File: config.mk
export PLATFORM = sky130hd
export DESIGN_NAME = int_requester
export DESIGN_NICKNAME = d
export VERILOG_FILES = /design/src/rtl/int_requester.sv
export SDC_FILE = /design/constraint.sdc
export NUM_CORES = 1
export LEC_CHECK = 0
export ABC_AREA = 1
export CAP_MARGIN = 30
export CORE_MARGIN = 2
export CORE_UTILIZATION = 45
export DETAILED_ROUTE_END_ITERATION = 8
export HOLD_SLACK_MARGIN = 0.15
export PLACE_DENSITY = 0.82
export SLEW_MARGIN = 15
export SYNTH_ARGS = -nofsm -noshare
export SYNTH_HDL_FRONTEND = slang
export SYNTH_SLANG_ARGS = --single-unit
File: constraint.sdc
create_clock -name Clk -period 1.5 [get_ports Clk]
set_input_delay 0.3 -clock Clk [delete_from_list [all_inputs] [get_ports Clk]]
set_output_delay 0.3 -clock Clk [all_outputs]
set_load 0.1 [all_outputs]
File: src/rtl/int_requester.sv
// int_requester: four-source, fixed-priority interrupt requester for an
// IM2-style CPU interface. Rising edges on Req are latched as pending events;
// the lowest-index pending source is handed to the CPU on INTACK as a vector
// byte and stays in service until EOI. No nesting: INT is held low while a
// source is in service.
//
// Optional feature: define INT_REQUESTER_MASK_EN to add the Mask[3:0] input.
// A masked pending bit stays pending but takes no part in INT generation or
// priority selection until its mask bit clears.
//
// Handshake: INTACK and EOI are single-cycle strobes sampled on the rising
// edge of Clk. INTACK only acts in REQUEST and EOI only acts in SERVICE;
// a strobe arriving in any other state is ignored. VectorValid is a one-cycle
// registered strobe; Vector is meaningful only while it is high.
module int_requester (
  input  logic       Clk,
  input  logic       notReset,
  input  logic [3:0] Req,
  input  logic [4:0] VectorBase,
  input  logic       INTACK,
  input  logic       EOI,
`ifdef INT_REQUESTER_MASK_EN
  input  logic [3:0] Mask,
`endif
  output logic       INT,
  output logic [7:0] Vector,
  output logic       VectorValid,
  output logic [3:0] InService,
  output logic [1:0] state_dbg
);

  typedef enum logic [1:0] {
    IDLE    = 2'd0,
    REQUEST = 2'd1,
    SERVICE = 2'd2
  } state_e;

  state_e     state_q, state_d;
  logic [3:0] req_q, req_d;
  logic       arm_q, arm_d;
  logic [3:0] pending_q, pending_d;
  logic [3:0] in_service_q, in_service_d;
  logic [7:0] vector_q, vector_d;
  logic       vector_valid_q, vector_valid_d;
  logic       int_q, int_d;

  logic [3:0] mask_w;
  logic [3:0] rise;
  logic [3:0] eligible;
  logic [3:0] pick_onehot;
  logic [3:0] pending_clr;
  logic [1:0] pick_idx;

`ifdef INT_REQUESTER_MASK_EN
  assign mask_w = Mask;
`else
  assign mask_w = 4'b0000;
`endif

  // Edge detection, priority pick and next-state / next-output computation.
  // arm_q stays low for the first cycle after reset so that lines already
  // high at release are copied into req_q without counting as an edge.
  always_comb begin
    rise           = arm_q ? (Req & ~req_q) : 4'b0000;
    req_d          = Req;
    arm_d          = 1'b1;
    eligible       = pending_q & ~mask_w;
    pick_idx       = 2'd0;
    for (int n = 3; n >= 0; n--) begin
      if (eligible[n]) pick_idx = n[1:0];
    end
    pick_onehot    = 4'b0001 << pick_idx;
    state_d        = state_q;
    pending_clr    = 4'b0000;
    in_service_d   = in_service_q;
    vector_d       = vector_q;
    vector_valid_d = 1'b0;
    case (state_q)
      IDLE: begin
        if (|eligible) state_d = REQUEST;
      end
      REQUEST: begin
        if (!(|eligible)) begin
          state_d = IDLE;
        end else if (INTACK) begin
          state_d        = SERVICE;
          pending_clr    = pick_onehot;
          in_service_d   = pick_onehot;
          vector_d       = {VectorBase, pick_idx, 1'b0};
          vector_valid_d = 1'b1;
        end
      end
      SERVICE: begin
        if (EOI) begin
          in_service_d = 4'b0000;
          state_d      = (|eligible) ? REQUEST : IDLE;
        end
      end
      default: state_d = IDLE;
    endcase
    // A new edge in the same cycle as the acknowledge clear keeps the bit set.
    pending_d = (pending_q & ~pending_clr) | rise;
    int_d     = (state_d == REQUEST);
  end

  // State and registered outputs.
  always_ff @(posedge Clk or negedge notReset) begin
    if (!notReset) begin
      state_q        <= IDLE;
      req_q          <= 4'b0000;
      arm_q          <= 1'b0;
      pending_q      <= 4'b0000;
      in_service_q   <= 4'b0000;
      vector_q       <= 8'h00;
      vector_valid_q <= 1'b0;
      int_q          <= 1'b0;
    end else begin
      state_q        <= state_d;
      req_q          <= req_d;
      arm_q          <= arm_d;
      pending_q      <= pending_d;
      in_service_q   <= in_service_d;
      vector_q       <= vector_d;
      vector_valid_q <= vector_valid_d;
      int_q          <= int_d;
    end
  end

  assign INT         = int_q;
  assign Vector      = vector_q;
  assign VectorValid = vector_valid_q;
  assign InService   = in_service_q;
  assign state_dbg   = state_q;

endmodule

==> results.md, run 1 <==
- Status: finished clean
- CP Launch Point: state_dbg[1]
- Share of cells above drive strength 1: 22.96%
- Area added between synthesis and finish: 53.21%
- Grt ovf: 0
- Final Setup Violations: 0
- CTS tree: yes
- Synth area leader: dfrtp_1
- Warnings from Yosys: 0
- Main area contributors after synthesis: dfrtp_1 (63%), nand2_1 (18%), nor2_1 (2.4%)
- Hold Crit Class: in -> async
- First-pass GRT wire length: 3367 um
- Setup Crit Path Kind: reg -> out
- CP Depth: 1
- GRT Total Usage: 17.79%
- DRT antenna net count: 0
- WP buf/inv: 1
- Global placer's final weighted congestion: 0.8191
- Final worst slack: 207.6 ps
- Fin crit period: 1292 ps
- MaxCap Viol Count: 0
- Post-DP HPWL: 1564 um
- Die H: 50.06 um
- Synth Area per Inst: 9.359 um2
- Post-synth cell types: 18
- Largest net degree at the start of global routing: 25
- IO Port Bufs: 27
- R2R Setup Slk: 290 ps
- Seq cells post-synth: 24
- Number of cell rows: 16
- CTS root buf: clkbuf_4
- CTS H-tree lvls: 1
- Synthesized area: 954.7 um2
- Max FO, Critical Path: 6
- Max Freq: 773.8 MHz
- Crit path required time: 1200 ps
- Via count: 757
- DRT Pass-1 Iters: 4
- Final count of pins violating max slew: 0
- Initial antenna violation count: 0
- Syn nets: 115
- Layout Nets: 149
- Placement Setup Slack: -9.242 ps
- Final period util: 86.16%
- Worst Path Arrival: 990 ps
- Die Area: 2506 um2
- Kind of cell adding the most delay to the critical path: flip-flops
- WL final: 1928 um
- Commonest non-fill, non-tap cell in the layout: nand2_1
- Core footprint: 1982 um2
- Initial core utilization: 48.17%
- Worst r2r dst: InService[2]
- Synth top area share: 62.91%
- Antenna diode count: 0
- Endpoints failing hold: 0
- Cells after synthesis: 102
- Total clock sinks: 24
- CP Cell Sequence: buf_12
- Worst-Skew Late Latency: 300 ps
- Critical-path top delay cell: dfrtp_2
- Layout fillers: 128
- Final Skew: 4.586 ps
- Die Wd: 50.06 um
- Postcts setup bufs: 0
- Reg-to-Reg Start: state_dbg[1]
- IO Count: 29
- TritonCTS Buffers: 3
- Clock Pin Slew Worst Setup and Hold Paths: 130 ps
- Max stage delay on crit path: 500 ps
- RSZ-0062 raised after global routing: false
- Crit path to: state_dbg[1]
- # DRC: 0
- Vias per cell: 4.673
- FF-to-FF path depth: 5
- CP Capture Type: output port
- Commonest non-fill, non-tap cells in the layout: nand2_1 (46), dfrtp_1 (22), buf_12 (15)
- Deepest clock path buffer count: 2
- Post-CTS Hold Fix Bufs: 0
- Seq/Total Area, Yosys: 62.91%
- Number of global-route vias before repair: 761
- Iteration-0 DRC Markers: 8
- Critical path launch point type: flop
- DR WL/cell: 11.90 um
- Post-CTS Resized: 0
==> metrics by stage <==
step                      utilization [%]  cell area [um2]  hold slack, ps  std cells  TNS (ps)
after floorplan                         -            957.2           4.409        102         0
after global placement              71.97             1426           470.7        158         0
after detailed placement            71.97             1426           473.7        158    -23.01
after CTS                           73.80             1463           345.2        162         0
after global routing                73.80             1463           358.8        162         0
final                               73.80             1463           341.8        162         0
==> synth_stat cells <==
cell type,number
conb_1,2
nor2_1,6
o21ai_0,3
nand2_2,1
nand3_4,1
nor2_4,2
and3_1,1
or2_1,1
nand3_1,2
buf_4,1
inv_1,5
dfrtp_1,24
nand4_1,3
o21ai_1,1
inv_4,1
nand2_1,46
inv_2,1
and3_2,1
==> worst min-delay path by stage <==
stage | cells after the start | start | slack, ps | end
floorplan | 0 | notReset | 4 | INT
global placement | 3 | req_q[0] | 470 | eligible[0]
detailed placement | 3 | req_q[2] | 470 | eligible[2]
CTS | 2 | notReset | 350 | Vector[3]
global route | 2 | notReset | 360 | Vector[6]
finish | 2 | notReset | 340 | Vector[3]
==> state kept, by name (all words and copies together), names as in the netlist <==
| signal | flops |
|---|---|
| InService | 4 |
| req_q | 4 |
| arm_q | 1 |
| INT | 1 |
| Vector | 7 |
| state_dbg | 2 |
| eligible | 4 |
| VectorValid | 1 |
==> layout make-up <==
type | count | area [um2] | area share (%)
clock buffers | 4 | 36.28 | 2.481
inverters | 7 | 28.78 | 1.967
multi-input cells | 70 | 317.8 | 21.73
flip-flops and latches | 24 | 603.1 | 41.23
well taps | 27 | 33.78 | 2.310
repair buffers | 30 | 442.9 | 30.28
==> layer usage <==
layer / GRT usage [%] / vias to the layer above / share of wire (%)
met3: 2.121 / 4 / 4.0
met2: 32.02 / 21 / 55
met5: 0 / - / 0
met4: 6.481 / 0 / 0.88
met1: 21.51 / 346 / 40
li1: - / 386 / -
==> cell families after synthesis <==
logic type	synth area share, %
compound gates	2.096
buf+inv	3.801
other cells	0.7867
flops	62.91
simple gates	30.41
Power of run 1 is not shown: default switching activity piles up to over one toggle a cycle in this logic, so the estimate is an artifact.
==> inputs of run 2 (changes only) <==
--- a/config.mk
+++ b/config.mk
@@ -10,8 +10,9 @@
 export CORE_MARGIN = 2
 export CORE_UTILIZATION = 45
 export DETAILED_ROUTE_END_ITERATION = 8
-export HOLD_SLACK_MARGIN = 0.15
-export PLACE_DENSITY = 0.82
+export GPL_ROUTABILITY_DRIVEN = 0
+export HOLD_SLACK_MARGIN = 0.02
+export PLACE_DENSITY = 0.77
 export SLEW_MARGIN = 15
 export SYNTH_ARGS = -nofsm -noshare
 export SYNTH_HDL_FRONTEND = slang
==> results.md, run 2 (synthesized netlist as in run 1, its figures left out) <==
- Commonest non-fill, non-tap cells in the layout: nand2_1 (46), dfrtp_1 (22), buf_12 (15) (unchanged)
- Number of global-route vias before repair: 835 (was 761)
- Kind of cell adding the most delay to the critical path: flip-flops (unchanged)
- CTS tree: yes (unchanged)
- CTS H-tree lvls: 1 (unchanged)
- Layout Nets: 148 (was 149)
- Metal-1 WL: 690 um (was 764 um)
- Layout fillers: 126 (was 128)
- WL final: 1857 um (was 1928 um)
- Max FFs per register: 7 (unchanged)
- Final period util: 85.69% (was 86.16%)
- Met3 WL: 104 um (was 77 um)
- Worst-Skew Late Latency: 320 ps (was 300 ps)
- DR top layer: met4 (unchanged)
- Worst Path Arrival: 990 ps (about the same)
- Clock Pin Slew Worst Setup and Hold Paths: 130 ps (about the same)
- Deepest clock path buffer count: 2 (unchanged)
- Area added between synthesis and finish: 54.13% (was 53.21%)
- Final count of pins violating max slew: 0 (unchanged)
- GRT Total Usage: 18.08% (was 17.79%)
- First-pass GRT wire length: 3436 um (was 3367 um)
- Util after Layout: 74.24% (was 73.80%)
- CTS root buf: clkbuf_4 (unchanged)
- TritonCTS Buffers: 3 (unchanged)
- Die Area: 2506 um2 (unchanged)
- Die Wd: 50.06 um (unchanged)
- Commonest non-fill, non-tap cell in the layout: nand2_1 (unchanged)
- Post-route cell area: 1471 um2 (was 1463 um2)
- DRT antenna net count: 0 (unchanged)
- Max Freq: 778.0 MHz (was 773.8 MHz)
- Met2 Wirelength: 1024 um (was 1068 um)
- Setup TNS: 0 ps (unchanged)
- Grt ovf: 0 (unchanged)
- Seq. cell area: 603.1 um2 (unchanged)
- Iteration-0 DRC Markers: 16 (was 8)
- Fin crit period: 1285 ps (was 1292 ps)
- Largest net degree at the start of global routing: 25 (unchanged)
- Die H: 50.06 um (unchanged)
- Core footprint: 1982 um2 (unchanged)
- Max stage delay on crit path: 490 ps (was 500 ps)
- Fin cells: 161 (was 162)
- DR WL/cell: 11.53 um (was 11.90 um)
- Post-CTS Resized: 0 (unchanged)
- MaxCap Viol Count: 0 (unchanged)
- Endpoints failing hold: 0 (unchanged)
- WP buf/inv: 1 (unchanged)
- CP Capture Type: output port (unchanged)
- DRT Pass-1 Iters: 4 (unchanged)
- Hold Crit Class: in -> async (unchanged)
- Postcts setup bufs: 0 (unchanged)
- Crit path required time: 1200 ps (about the same)
- Via count: 794 (was 757)
- CP Cell Sequence: buf_12 (unchanged)
- Status: finished clean (unchanged)
- Antenna diode count: 0 (unchanged)
- Number of cell rows: 16 (unchanged)
- IO Port Bufs: 27 (unchanged)
- DP Area: 1419 um2 (was 1426 um2)
- Final Skew: 5.699 ps (was 4.586 ps)
- CP Depth: 1 (unchanged)
- FF-to-FF path depth: 5 (unchanged)
- Post-DP HPWL: 1490 um (was 1564 um)
- Vias per cell: 4.932 (was 4.673)
- Post-CTS Hold Fix Bufs: 0 (unchanged)
- Critical-path top delay cell: dfrtp_2 (unchanged)
- IO Count: 29 (unchanged)
- Area occupied by multi-input gates: 317.8 um2 (unchanged)
- Placed cell count: 157 (was 158)
- Setup Crit Path Kind: reg -> out (unchanged)
- Final Setup Violations: 0 (unchanged)
- # DRC: 0 (unchanged)
- Max FO, Critical Path: 6 (unchanged)
- Initial antenna violation count: 0 (unchanged)
- RSZ-0062 raised after global routing: false (unchanged)
- Initial core utilization: 48.17% (unchanged)
- Critical path launch point type: flop (unchanged)
- Share of cells above drive strength 1: 22.39% (was 22.96%)
- Total clock sinks: 24 (unchanged)
[run 2: changes by cell type in the layout (fill, tap and decap cells not counted)]
cell	delta
buf_4	-1
bufinv_16	+1
clkbuf_8	-1
[run 2: area by class of cell]
type / instances / area share, %
Tap cell: 27 / 2.296
Timing Repair Buffer: 29 / 29.59
Sequential cell: 24 / 40.99
Clock buffer: 3 / 1.531
Clock inverter: 1 / 2.041
Multi-Input combinational cell: 70 / 21.60
Inverter: 7 / 1.956
[run 2: final timing paths]
path | from | slack [ps] | endpoint
setup / recovery | state_dbg[1] | 210 | state_dbg[1]
hold / removal | notReset | 320 | InService[1]
setup reg to reg | state_dbg[1] | 330 | InService[1]
hold reg to reg | req_q[2] | 500 | eligible[2]
max in group asynchronous | notReset | 930 | state_dbg[0]
min in group Clk | Req[3] | 430 | req_q[3]
[run 2: per-stage QoR]
stage	hold slack [ps]	worst slack, ps
after floorplan	4.409	128.4
after global placement	468.9	72.14
after detailed placement	483.3	-15.18
after CTS	328.0	205.4
after global routing	348.3	171.4
final	322.4	214.7
[run 2: metal layers]
metal | GRT usage (%) | vias to the layer above
met5 | 0 | -
met4 | 9.722 | 0
met3 | 3.030 | 5
met2 | 33.77 | 29
met1 | 18.81 | 375
li1 | - | 385
Power of run 2 is left out for the same reason.
